`config.mk`:
```
export PLATFORM = sky130hd
export DESIGN_NAME = uart_tx_arb
export DESIGN_NICKNAME = d
export VERILOG_FILES = /design/src/rtl/uart_tx_arb_pkg.sv /design/src/rtl/uart_tx_arb_rr_pick.sv /design/src/rtl/uart_tx_arb.sv
export SDC_FILE = /design/constraint.sdc
export NUM_CORES = 1
export LEC_CHECK = 0
export ABC_CLOCK_PERIOD_IN_PS = 5980
export CAP_MARGIN = 10
export CELL_PAD_IN_SITES_DETAIL_PLACEMENT = 0
export CELL_PAD_IN_SITES_GLOBAL_PLACEMENT = 1
export CORE_UTILIZATION = 31
export CTS_BUF_LIST = sky130_fd_sc_hd__clkbuf_4 sky130_fd_sc_hd__clkbuf_8
export DETAILED_ROUTE_END_ITERATION = 16
export PLACE_DENSITY = 0.88
export RECOVER_POWER = 25
export SLEW_MARGIN = 20
export SYNTH_ARGS = -nofsm -noshare
export SYNTH_HDL_FRONTEND = slang
export SYNTH_SLANG_ARGS = --single-unit
```
`constraint.sdc`:
```
create_clock -name clk -period 5.98 [get_ports clk]
set_clock_uncertainty 0.2 [all_clocks]
set_input_delay 1.196 -clock clk [delete_from_list [all_inputs] [get_ports clk]]
set_output_delay 1.196 -clock clk [all_outputs]
set_load 0.02 [all_outputs]
```
`src/rtl/uart_tx_arb_pkg.sv`:
```
// Shared definitions for the UART transmit arbiter: FSM encoding and frame pacing.
// BYTE_CYCLES lives here so uart_tx, uart_rx and the arbiter derive it identically.
package uart_tx_arb_pkg;

    typedef enum logic [1:0] {
        IDLE = 2'd0,
        LOAD = 2'd1,
        WAIT = 2'd2
    } state_t;

    function automatic int unsigned byte_cycles(
        input int unsigned bps_cnt,
        input int unsigned frame_bits,
        input int unsigned gap_cycles
    );
        return bps_cnt * frame_bits + gap_cycles;
    endfunction

endpackage

```
`src/rtl/uart_tx_arb_rr_pick.sv`:
```
// Combinational round-robin picker: first set request after i_last, wrapping.
module uart_tx_arb_rr_pick
    import uart_tx_arb_pkg::*;
#(
    parameter int unsigned NUM_REQ = 4
)
(
    input  logic [NUM_REQ-1:0]         i_req,
    input  logic [$clog2(NUM_REQ)-1:0] i_last,
    output logic [NUM_REQ-1:0]         o_gnt,
    output logic [$clog2(NUM_REQ)-1:0] o_idx,
    output logic                       o_any
);

    localparam int unsigned IW = $clog2(NUM_REQ);

    int unsigned w_dist;
    int unsigned w_best;

    // Distance 0 is the slot right after i_last; the smallest distance wins.
    always_comb begin
        o_gnt  = '0;
        o_idx  = '0;
        o_any  = 1'b0;
        w_dist = 0;
        w_best = 0;
        for (int unsigned j = 0; j < NUM_REQ; j++) begin
            w_dist = (j + NUM_REQ - 1 - 32'(i_last)) % NUM_REQ;
            if (i_req[j] && (!o_any || w_dist < w_best)) begin
                o_any  = 1'b1;
                w_best = w_dist;
                o_idx  = IW'(j);
            end
        end
        o_gnt[o_idx] = o_any;
    end

endmodule

```
`src/rtl/uart_tx_arb.sv`:
```
// Round-robin scheduler sharing one uart_tx between NUM_REQ byte producers,
// pacing each byte by a full frame time since the serializer has no busy flag.
module uart_tx_arb
    import uart_tx_arb_pkg::*;
#(
    parameter int unsigned NUM_REQ    = 4,
    parameter int unsigned BPS_CNT    = 5208,
    parameter int unsigned FRAME_BITS = 10,
    parameter int unsigned GAP_CYCLES = 2
)
(
    input  logic                       clk,
    input  logic                       rst_n,
    input  logic [NUM_REQ-1:0]         req_vld,
    input  logic [NUM_REQ*8-1:0]       req_data,
    output logic [NUM_REQ-1:0]         req_rdy,
    output logic [7:0]                 tx_din,
    output logic                       tx_din_vld,
    output logic                       busy,
    output logic [$clog2(NUM_REQ)-1:0] grant_id
);

    localparam int unsigned BYTE_CYCLES = byte_cycles(BPS_CNT, FRAME_BITS, GAP_CYCLES);
    localparam int unsigned TW          = $clog2(BYTE_CYCLES + 1);
    localparam int unsigned IW          = $clog2(NUM_REQ);
    localparam logic [IW-1:0] LAST_RST   = IW'(NUM_REQ - 1);
    localparam logic [TW-1:0] TIMER_LOAD = TW'(BYTE_CYCLES - 1);

    state_t            r_state;
    state_t            w_state_nxt;
    logic [TW-1:0]     r_timer;
    logic [7:0]        r_din;
    logic              r_busy;
    logic [IW-1:0]     r_last;
    logic [NUM_REQ-1:0] w_pick_gnt;
    logic [IW-1:0]     w_pick_idx;
    logic              w_pick_any;
    logic              w_grant;
    logic              w_tx_vld;
    logic [NUM_REQ-1:0] w_req_rdy;

    uart_tx_arb_rr_pick #(
        .NUM_REQ (NUM_REQ)
    ) u_rr_pick (
        .i_req  (req_vld),
        .i_last (r_last),
        .o_gnt  (w_pick_gnt),
        .o_idx  (w_pick_idx),
        .o_any  (w_pick_any)
    );

    always_comb begin
        w_state_nxt = r_state;
        w_req_rdy   = '0;
        w_grant     = 1'b0;
        w_tx_vld    = 1'b0;
        case (r_state)
            IDLE: begin
                if (w_pick_any) begin
                    w_req_rdy   = w_pick_gnt;
                    w_grant     = 1'b1;
                    w_state_nxt = LOAD;
                end
            end
            LOAD: begin
                w_tx_vld    = 1'b1;
                w_state_nxt = WAIT;
            end
            WAIT: begin
                if (r_timer == '0) begin
                    w_state_nxt = IDLE;
                end
            end
            default: w_state_nxt = IDLE;
        endcase
    end

    always_ff @(posedge clk) begin
        if (!rst_n) begin
            r_state <= IDLE;
            r_timer <= '0;
            r_din   <= '0;
            r_busy  <= 1'b0;
            r_last  <= LAST_RST;
        end else begin
            r_state <= w_state_nxt;
            if (w_grant) begin
                r_din  <= req_data[{w_pick_idx, 3'b000} +: 8];
                r_last <= w_pick_idx;
                r_busy <= 1'b1;
            end
            // Timer counts LOAD-loaded value down to zero; busy drops with the return to IDLE.
            if (r_state == LOAD) begin
                r_timer <= TIMER_LOAD;
            end else if (r_state == WAIT) begin
                if (r_timer == '0) begin
                    r_busy <= 1'b0;
                end else begin
                    r_timer <= r_timer - 1'b1;
                end
            end
        end
    end

    assign req_rdy    = w_req_rdy;
    assign tx_din     = r_din;
    assign tx_din_vld = w_tx_vld;
    assign busy       = r_busy;
    assign grant_id   = r_last;

endmodule

```
==> results of run 1 <==
==> power by group through the flow <==
stage	Combinational [uW]	Sequential (uW)	Clock [uW]
2_1_floorplan	730	365	0
3_3_place_gp	1050	341	0
3_5_place_dp	1060	343	0
4_1_cts	1090	340	164
5_1_grt	1190	351	176
6_report	1080	339	160
==> timing repair <==
action                                  4_1_cts  5_1_grt
pin swaps                                     4        2
hold buffers                                  0        0
gates cloned                                  0        0
buffers inserted                              2        2
resized for setup                            25        3
endpoints found under the hold margin         0        0
endpoints found under the setup margin        4        4
==> worst max-delay path, stage by stage <==
cell	delay [ns]
sky130_fd_sc_hd__dlymetal6s2s_1	0.11
sky130_fd_sc_hd__nand2_2	0.09
sky130_fd_sc_hd__ha_4	0.28
sky130_fd_sc_hd__a21oi_2	0.05
sky130_fd_sc_hd__o21a_2	0.23
sky130_fd_sc_hd__nor2_2	0.12
sky130_fd_sc_hd__a21oi_2	0.05
sky130_fd_sc_hd__ha_2	0.33
sky130_fd_sc_hd__o22ai_1	0.10
sky130_fd_sc_hd__a22oi_2	0.24
sky130_fd_sc_hd__mux2_4	0.32
sky130_fd_sc_hd__ha_1	0.29
sky130_fd_sc_hd__a21oi_1	0.13
sky130_fd_sc_hd__o21ai_0	0.08
sky130_fd_sc_hd__a31oi_1	0.20
sky130_fd_sc_hd__nand2b_4	0.20
sky130_fd_sc_hd__nor2_2	0.05
sky130_fd_sc_hd__buf_2	0.15
==> per-stage QoR <==
step                setup slack (ns)  instance area [um^2]
finish                        0.3619                  2621
floorplan                  -0.004268                  1858
CTS                          0.01303                  2620
global route                  0.1403                  2621
detailed placement           -0.6397                  2497
global placement             -0.4870                  2497
==> layout make-up <==
| class | instances | area, um^2 |
|---|---|---|
| Clock buffer | 6 | 76.32 |
| Clock inverter | 2 | 10.01 |
| Multi-Input combinational cell | 192 | 1209 |
| Tap cell | 72 | 90.09 |
| Sequential cell | 29 | 580.6 |
| Inverter | 10 | 37.54 |
| Fill cell | 594 | 2987 |
| Timing Repair Buffer | 67 | 618.1 |
==> registers in the layout (all words and copies together) (netlist names) <==
signal,cells
tx_din,8
r_state,2
r_timer,16
busy,1
grant_id,2
==> Yosys cell counts (all sizes together), types with 2 or more instances <==
cell	n	area (um^2)
nor2	44	165.2
nand2	33	123.9
dfxtp	29	580.6
a21oi	13	65.06
o21ai	12	60.05
a31oi	11	68.82
clkbuf	11	41.29
inv	10	37.54
nor3	10	50.05
o221a	8	90.09
ha	7	87.58
nor4	5	31.28
xnor2	5	43.79
o22ai	4	25.02
nand2b	3	18.77
or4	3	26.27
nand3	2	10.01
nand4	2	12.51
nor2b	2	12.51
o211ai	2	20.02
o21a	2	15.01
o31a	2	17.52
o31ai	2	28.78
o32a	2	20.02
==> how the worst max path moves through the flow <==
stage,startpoint,cells past startpoint,slack [ns],endpoint
2_1_floorplan,req_vld[0],19,-0.004,req_rdy[0]
3_3_place_gp,req_vld[0],18,-0.49,req_rdy[0]
3_5_place_dp,req_vld[0],18,-0.64,req_rdy[0]
4_1_cts,req_vld[0],18,0.01,req_rdy[0]
5_1_grt,req_vld[0],18,0.14,req_rdy[1]
6_report,req_vld[0],18,0.36,req_rdy[0]
==> routing by layer <==
metal  vias up  GRT usage  wire [um]
li1       1005          -          -
met4         0    0.06545         55
met5         -          0          0
met1       892     0.2053       2318
met3         5    0.04828        330
met2        58     0.2897       2433
==> cell families (layout without fill, tap and decap cells) <==
| group | count (synthesis) | in the layout |
|---|---|---|
| buf+inv | 22 | 85 |
| xor+xnor | 6 | 6 |
| mux | 2 | 2 |
| fa+ha+maj | 7 | 7 |
| compound gates | 66 | 66 |
| flops | 29 | 29 |
| simple gates | 111 | 111 |
==> results.md, run 1 <==
- The HPWL after detailed placement is about 3.7 mm.
- The prevailing post-synth register cell is sky130_fd_sc_hd__dfxtp_1.
- The adder-cell area share of the yosys netlist is 0.04743.
- The clock tree from TritonCTS is built.
- The register area share after synthesis is 0.3144.
- The number of max-slew violations in the final report is 0.
- The floorplan step defined a core boundary enclosing approximately 0.0056 mm^2.
- Max-cap violations in this run came to 0.
- The top cell types in the final layout, fill and taps aside, are sky130_fd_sc_hd__clkdlybuf4s50_1 (47), sky130_fd_sc_hd__nor2_1 (40), sky130_fd_sc_hd__nand2_1 (32).
- The die covers about 0.0063 mm^2.
- Clock-pin slew was measured on the worst setup and hold paths at roughly 0.060 ns.
- The largest net degree at the start of global routing is 22.
- The worst slew margin relative to its limit is 0.2886.
- The area fraction in and, or, nand and nor cells after synthesis is 0.2791.
- The synthesis-to-finish area growth is 41.94%.
- The first global-routing pass estimated ~8.5 mm of wire.
- Summing internal, switching and leakage power gives between 1500 and 2000 uW.
- In this run the power density over the cells is approximately 600 mW/mm^2.
- In this run, synthesis produced a sequential element count of 29.
- The number of nets in the synthesized netlist is 288.
- Setup repair after global routing left no endpoint under its margin.
- Dividing the final minimum period by the clock period gives 0.9395.
- The tightest min-delay check is of the register to register type.
- The multiplexer fraction of the synthesized cell area is 0.01152.
- The cell row count is 27.
- The first routing iteration left between 100 and 150 violations.
- The TritonCTS buffer count is 5.
- The critical path capture point type is an output port.
- Before antenna repair, the detailed router went through 4 iterations.
- The net switching share of the total power is 0.4849.
- The worst path required time is 4.58 ns.
- The biggest fanout along the worst timing path is 4.
- The post-layout minimum cycle time is between 5 and 6 ns.
- STA puts the critical path data arrival time at 4.22 ns.
- Measured on the finished design, the core utilization comes to 0.4674.
- At the end of the flow, the number of nets in the layout was 350.
- The via count of the first global-routing pass is 1918.
- The xor-xnor portion of the synthesized cell area is 0.02846.
- The die extent in x is between 70 and 80 um.
- The critical path startpoint category is an input port.
- The number of buffers added on ports is 53.
- The setup slack on the worst flop-to-flop path is around 1.8 ns.
- The proportion of layout cells with a drive suffix above 1 is 0.1667.
- The final standard cell count with taps included and fillers excluded is roughly 380.
- The power share of the clock group is 0.101.
- The cell count after synthesis is 243.
- A synthesized cell averages between 7 and 8 um^2.
- The residual overflow from global routing is 0.
- Cell internal power was estimated by the tool at slightly above 800 uW.
- The average wire per standard cell is 13.59 um.
- The weighted congestion at the end of routability-driven global placement is between 0.8 and 0.9.
- The class of the most critical setup path is input port to output port.
- The buffer levels on the longest clock path is 2.
- The share of total power dissipated in combinational logic is 0.684.
- The minimum hold slack is between 0.3 and 0.4 ns.
- For this configuration, the core starts out at a cell density of 0.3293.
- After synthesis, the largest family of logic cells by area is simple AND/OR/NAND/NOR gates.
- Including well taps, the total number of placed cells is 366.
- Along the worst hold path, the cell count comes to 2.
- The number of hold violations in the final report is 0.
- The total negative slack for setup checks is 0 ns.
- The cell chosen for the clock root is sky130_fd_sc_hd__clkbuf_8.
- Using the TritonRoute via totals, the vias-per-cell ratio works out to a little over 5.
- Summed over all cells, the static leakage comes to 0.001079 uW.
- After synthesis, the share of flip-flops with an asynchronous set or reset is 0.
- The startpoint of the most critical hold path is r_timer[14].
- The path depth of the worst reg2reg path is 17.
- The die is about 79 um tall.
- For this design the total switching power over the nets is 765.3 uW.
- The post-synthesis compound-gate area fraction came to 0.2703.
- Of the total power, registers draw 0.215.
- The number of endpoints failing setup at the final stage is 0.
- IR analysis of the VDD net gives a maximum drop of approximately 0.00028 V.
- In this run the critical register-to-register path is captured at tx_din[5].
- Static timing analysis puts the maximum clock frequency at between 150 and 200 MHz.
- In this run the remaining antenna-violating nets after routing total 0.
- For the pin with the worst max-slew slack, the measured transition is ~1.1 ns.
- The number of DRC violations after detailed routing is 0.
- The worst hold path terminates at r_timer[14].
- The count of different cell masters after synthesis is 47.
- The via count of the routed design is roughly 2000.
- The repair_antennas step left the layout with diodes totalling 0.
- In this run the critical register-to-register path is launched from grant_id[0].
- The clock tree synthesis step divided the H-tree into 2 levels.
- The final layout contains routed wiring with a total length of approximately 5.1 mm.
- The library cell used most frequently in the layout, excluding fill and tap cells, is sky130_fd_sc_hd__clkdlybuf4s50_1.
- The number of antenna violations at the first check in global routing is 0.
- After synthesis the cells add up to between 0.0015 and 0.002 mm^2.
- During I/O placement, the number of pins put on the boundary was 54.
- During synthesis, Yosys emitted a total of 0 warnings.
- The combined global-route utilization of all metal layers is 0.1718.
- The clock drives 29 sinks.
- Counting flops with a built-in enable in the synthesized netlist gives 0.
- The later-pin clock latency in the skew report is roughly 0.28 ns.
- The flow ran to the end, and the final reports show no timing, DRC or antenna violations.
(Power assumes the default switching activity.)
==> run 2, diff against run 1 <==
ABC_AREA = 1   (was unset)
CORE_MARGIN = 5   (was unset)
PLACE_DENSITY = 0.89   (was 0.88)
==> results.md, run 2 <==
- The flow ran to the end, and the final reports show no timing, DRC or antenna violations.
- The clock tree from TritonCTS is built.
- Headroom to the max-slew limit came out at 0.3212.
- The count of inserted antenna diode cells is 0.
- Among cell families on the critical path, the largest total delay comes from simple AND/OR/NAND/NOR gates.
- The floorplan die area is 0.008283 mm^2.
- After the first detailed-routing iteration, the DRC count stood at 62.
- Leaving out fill and tap cells, the most frequent cell in the layout is sky130_fd_sc_hd__nor2_1.
- More flip-flops sit in one register than any other, and that register is r_timer.
- In this run the deepest clock path goes through 2 buffers.
- The critical path startpoint category is an input port.
- The length of the first detailed-routing pass in iterations is 4.
- By area the synthesized netlist is led by sky130_fd_sc_hd__dfxtp_1 (29%), sky130_fd_sc_hd__nor2_1 (11%), sky130_fd_sc_hd__inv_1 (10%).
- The most repeated library cell on the critical path is sky130_fd_sc_hd__nand2_1.
- For the worst setup path, the data arrival time is 4.36 ns.
- In this run the critical register-to-register path is launched from grant_id[1].
- Dividing total power by cell area gives a power density of 561.9 mW/mm^2.
- For this run, the top clock speed supported by timing is between 150 and 200 MHz.
- In the final layout, the share of cells above drive strength 1 is 0.1207.
- The worst path required time is between 4 and 5 ns.
- The number of antenna violations at the first check in global routing is 0.
- The layout net count is about 430.
- The height of the die is between 90 and 100 um.
- The proportion of register bits with asynchronous set or reset after synthesis is 0.
- The HPWL after detailed placement is between 4 and 5 mm.
- After detailed routing, the number of remaining DRC violations is 0.
- The post-CTS setup-driven buffer insertion count is 0.
- The via count of the first global-routing pass came to roughly 2100.
- The number of endpoints failing setup at the final stage is 0.
- The remaining antenna violation count is 0.
- The highest ir drop seen on vdd is 0.0002525 V.
- CTS placed an instance of sky130_fd_sc_hd__clkbuf_8 at the clock tree root.
- The initial standard-cell utilization of the core is 0.3204.
- Clock latency on the worst-skew pair, taken at its later pin, is around 0.28 ns.
- The average size of a mapped cell is roughly 6.4 um^2.
- Counting instances in the post-synthesis netlist gives the leading cell types as sky130_fd_sc_hd__nor2_1 (57), sky130_fd_sc_hd__inv_1 (56), sky130_fd_sc_hd__nand2_1 (43), sky130_fd_sc_hd__nand3_1 (32), sky130_fd_sc_hd__dfxtp_1 (29).
- Hold timing on the final database bottoms out at a slack of between 0.2 and 0.3 ns.
- Once layout is complete, the cells apart from fillers number around 460.
- The post-layout minimum cycle time is roughly 5.8 ns.
- The die extent in x is 91.01 um.
- For the pin with the worst max-slew slack, the measured transition is roughly 1.0 ns.
- The area of the multi-input gates is ~0.0012 mm^2.
- The total of flip-flops plus latches after synthesis is 29.
- The H-tree was split into 2 levels.
- The number of max-slew violations in the final report is 0.
- The critical path is of the input port to output port type.
- The most critical setup path has its endpoint at req_rdy[2].
- The count of buffering cells on the critical path with inverters included is 3.
- Summing every instance area after synthesis gives 0.002034 mm^2.
- The fill cell total of the finished layout is 675.
- The residual overflow from global routing is 0.
- Compared with the post-synthesis result, the final layout area differs by 35.98%.
- The average wire per standard cell is about 12 um.
- For this run, the share of the core covered by cells in the final layout is 0.4357.
- Port buffering added 53 buffers.
- The setup slack on the worst flop-to-flop path is ~2.4 ns.
- In this run the worst setup path begins at req_vld[0].
- The final worst-path cycle share is 0.9622.
- The via-per-instance ratio is ~4.8.
- In this run the static leakage power is 0.001355 uW.
- The synthesized design contains 0 enable-type register cells.
- The portion of synthesized cell area occupied by the leading cell type is 0.2854.
- The prevailing post-synth register cell is sky130_fd_sc_hd__dfxtp_1.
- The register with the most flip-flops in the layout has 16 of them.
- The boundary pin count is 54.
- The slowest stage of the critical path belongs to the cell sky130_fd_sc_hd__clkdlybuf4s50_1.
- The path class of the lowest-slack min-delay path is register to register.
- The number of clock buffers added by TritonCTS is 5.
- Max-cap violations in this run came to 0.
- After technology mapping, the gate count stands at 318.
- For this run, the register share of the synthesized area comes to 0.2854.
- In this run the core area contains 29 standard-cell rows.
- The endpoint of the worst register-to-register path is tx_din[7].
- The critical path depth in cells is 25.
- The core footprint is between 0.006 and 0.007 mm^2.
- The number of hold violations in the final report is 0.
- The netlist uses 36 different library cells.
- The top cell types in the final layout, fill and taps aside, are sky130_fd_sc_hd__nor2_1 (57), sky130_fd_sc_hd__inv_1 (56), sky130_fd_sc_hd__nand2_1 (43).
- The final layout contains routed wiring with a total length of 5.658 mm.
- The TritonCTS sink count is 29.
- Including well taps, the total number of placed cells is 451.
- The cell count of the worst hold path is 2.
- The via count of the routed design is 2202.
- The critical path capture point type is an output port.
- After clock tree synthesis, the clock-pin slew on the worst setup and hold paths is about 0.060 ns.
- The number of cells on the worst reg-to-reg path is 26.
- The wire length of the first global-routing pass is ~9.5 mm.
- Entering global routing, the biggest net connects 22 pins.
- The area occupied by registers is a little under 600 um^2.
- The weighted congestion at the end of routability-driven global placement is 0.8167.
- Setup repair after global routing left no endpoint under its margin.
- On the worst path, the slowest cell contributes a delay of between 0.4 and 0.5 ns.
- The most frequent cell after synthesis is sky130_fd_sc_hd__nor2_1.
- Along the worst path, the maximum fanout reaches 4.
- The largest total area in the synthesized netlist belongs to sky130_fd_sc_hd__dfxtp_1.
- During synthesis, Yosys emitted a total of 0 warnings.
- The number of nets in the synthesized netlist is around 360.
- Across every metal layer, demand over resource in global routing totals 0.1371.
[run 2: cell types whose count changed after synthesis, moves of 10 or more]
cell                      before  now
sky130_fd_sc_hd__inv_1        10   56
sky130_fd_sc_hd__nand3_1       2   32
sky130_fd_sc_hd__nor2_1       44   57
sky130_fd_sc_hd__nand2_2       0   12
sky130_fd_sc_hd__a31oi_1      11    0
sky130_fd_sc_hd__nand2_1      33   43
[run 2: routing by layer]
metal | wire (um) | global-route usage
met1 | 2739 | 0.1800
met2 | 2527 | 0.2175
met3 | 332 | 0.04132
met4 | 58 | 0.03912
met5 | 0 | 0
[run 2: worst reg2reg max path, cell delays in order (launching register included)]
cell and delay (ns):
sky130_fd_sc_hd__dfxtp_1 0.44, sky130_fd_sc_hd__xor2_1 0.28, sky130_fd_sc_hd__ha_1 0.28, sky130_fd_sc_hd__nand2_1 0.07, sky130_fd_sc_hd__nand2_1 0.06, sky130_fd_sc_hd__nand2_1 0.08
sky130_fd_sc_hd__nand2_2 0.07, sky130_fd_sc_hd__o21ai_1 0.17, sky130_fd_sc_hd__ha_1 0.26, sky130_fd_sc_hd__nand2_1 0.06, sky130_fd_sc_hd__nand2_1 0.05, sky130_fd_sc_hd__nand2_2 0.08
sky130_fd_sc_hd__nand2_4 0.06, sky130_fd_sc_hd__nand2_1 0.05, sky130_fd_sc_hd__o21ai_0 0.07, sky130_fd_sc_hd__ha_1 0.28, sky130_fd_sc_hd__nand2_1 0.08, sky130_fd_sc_hd__nand2_2 0.06
sky130_fd_sc_hd__nand2_4 0.07, sky130_fd_sc_hd__nand2_4 0.07, sky130_fd_sc_hd__nand2_4 0.09, sky130_fd_sc_hd__buf_4 0.22, sky130_fd_sc_hd__nor2_1 0.09, sky130_fd_sc_hd__nand2_1 0.08
sky130_fd_sc_hd__nand3_1 0.08, sky130_fd_sc_hd__nand2_1 0.09, sky130_fd_sc_hd__inv_1 0.03
[run 2: area by class of cell]
class / instances / area share
Multi-Input combinational cell: 221 / 0.4238
Inverter: 59 / 0.08096
Tap cell: 77 / 0.03483
Clock buffer: 7 / 0.03256
Sequential cell: 29 / 0.2099
Timing Repair Buffer: 65 / 0.2180
[run 2: report_power, final]
group | internal, uW | leakage [uW] | switching [uW]
combinational | 412 | 0.00107 | 670
sequential | 261 | 0.000239 | 45.1
clock | 95.6 | 0.0000477 | 70.7
total | 769 | 0.00136 | 786
[run 2: what timing repair did]
| action | CTS | global route |
|---|---|---|
| endpoints found under the setup margin | 4 | 4 |
| pin swaps | 0 | 1 |
| hold buffers | 0 | 0 |
| gates resized for setup | 8 | 12 |
[run 2: worst min-delay path by stage]
stage / end / start
floorplan: r_timer[5] / r_timer[5]
detailed placement: r_timer[2] / r_timer[2]
global route: r_timer[1] / r_timer[1]
global placement: r_timer[5] / r_timer[5]
CTS: r_timer[2] / r_timer[2]
finish: r_timer[2] / r_timer[2]
[run 2: per-stage QoR]
stage,area (um^2),power [uW],setup TNS [ns],worst slack [ns]
after detailed placement,2693,1422,-1.173,-0.3271
after global placement,2693,1399,-0.7031,-0.1930
after CTS,2783,1587,0,0.002544
final,2766,1555,0,0.2261
after global routing,2766,1708,0,0.0002283
after floorplan,2034,1083,0,0.3890
[run 2: logic make-up (layout without fill, tap and decap cells)]
group	Yosys count	after routing	share of synthesized area
adders and majority gates	7	7	0.04305
and+or+nand+nor	169	169	0.3918
buffers and inverters	68	131	0.1390
AOI/OAI and AO/OA	41	41	0.1236
DFF	29	29	0.2854
xor gates and xnor gates	4	4	0.01722
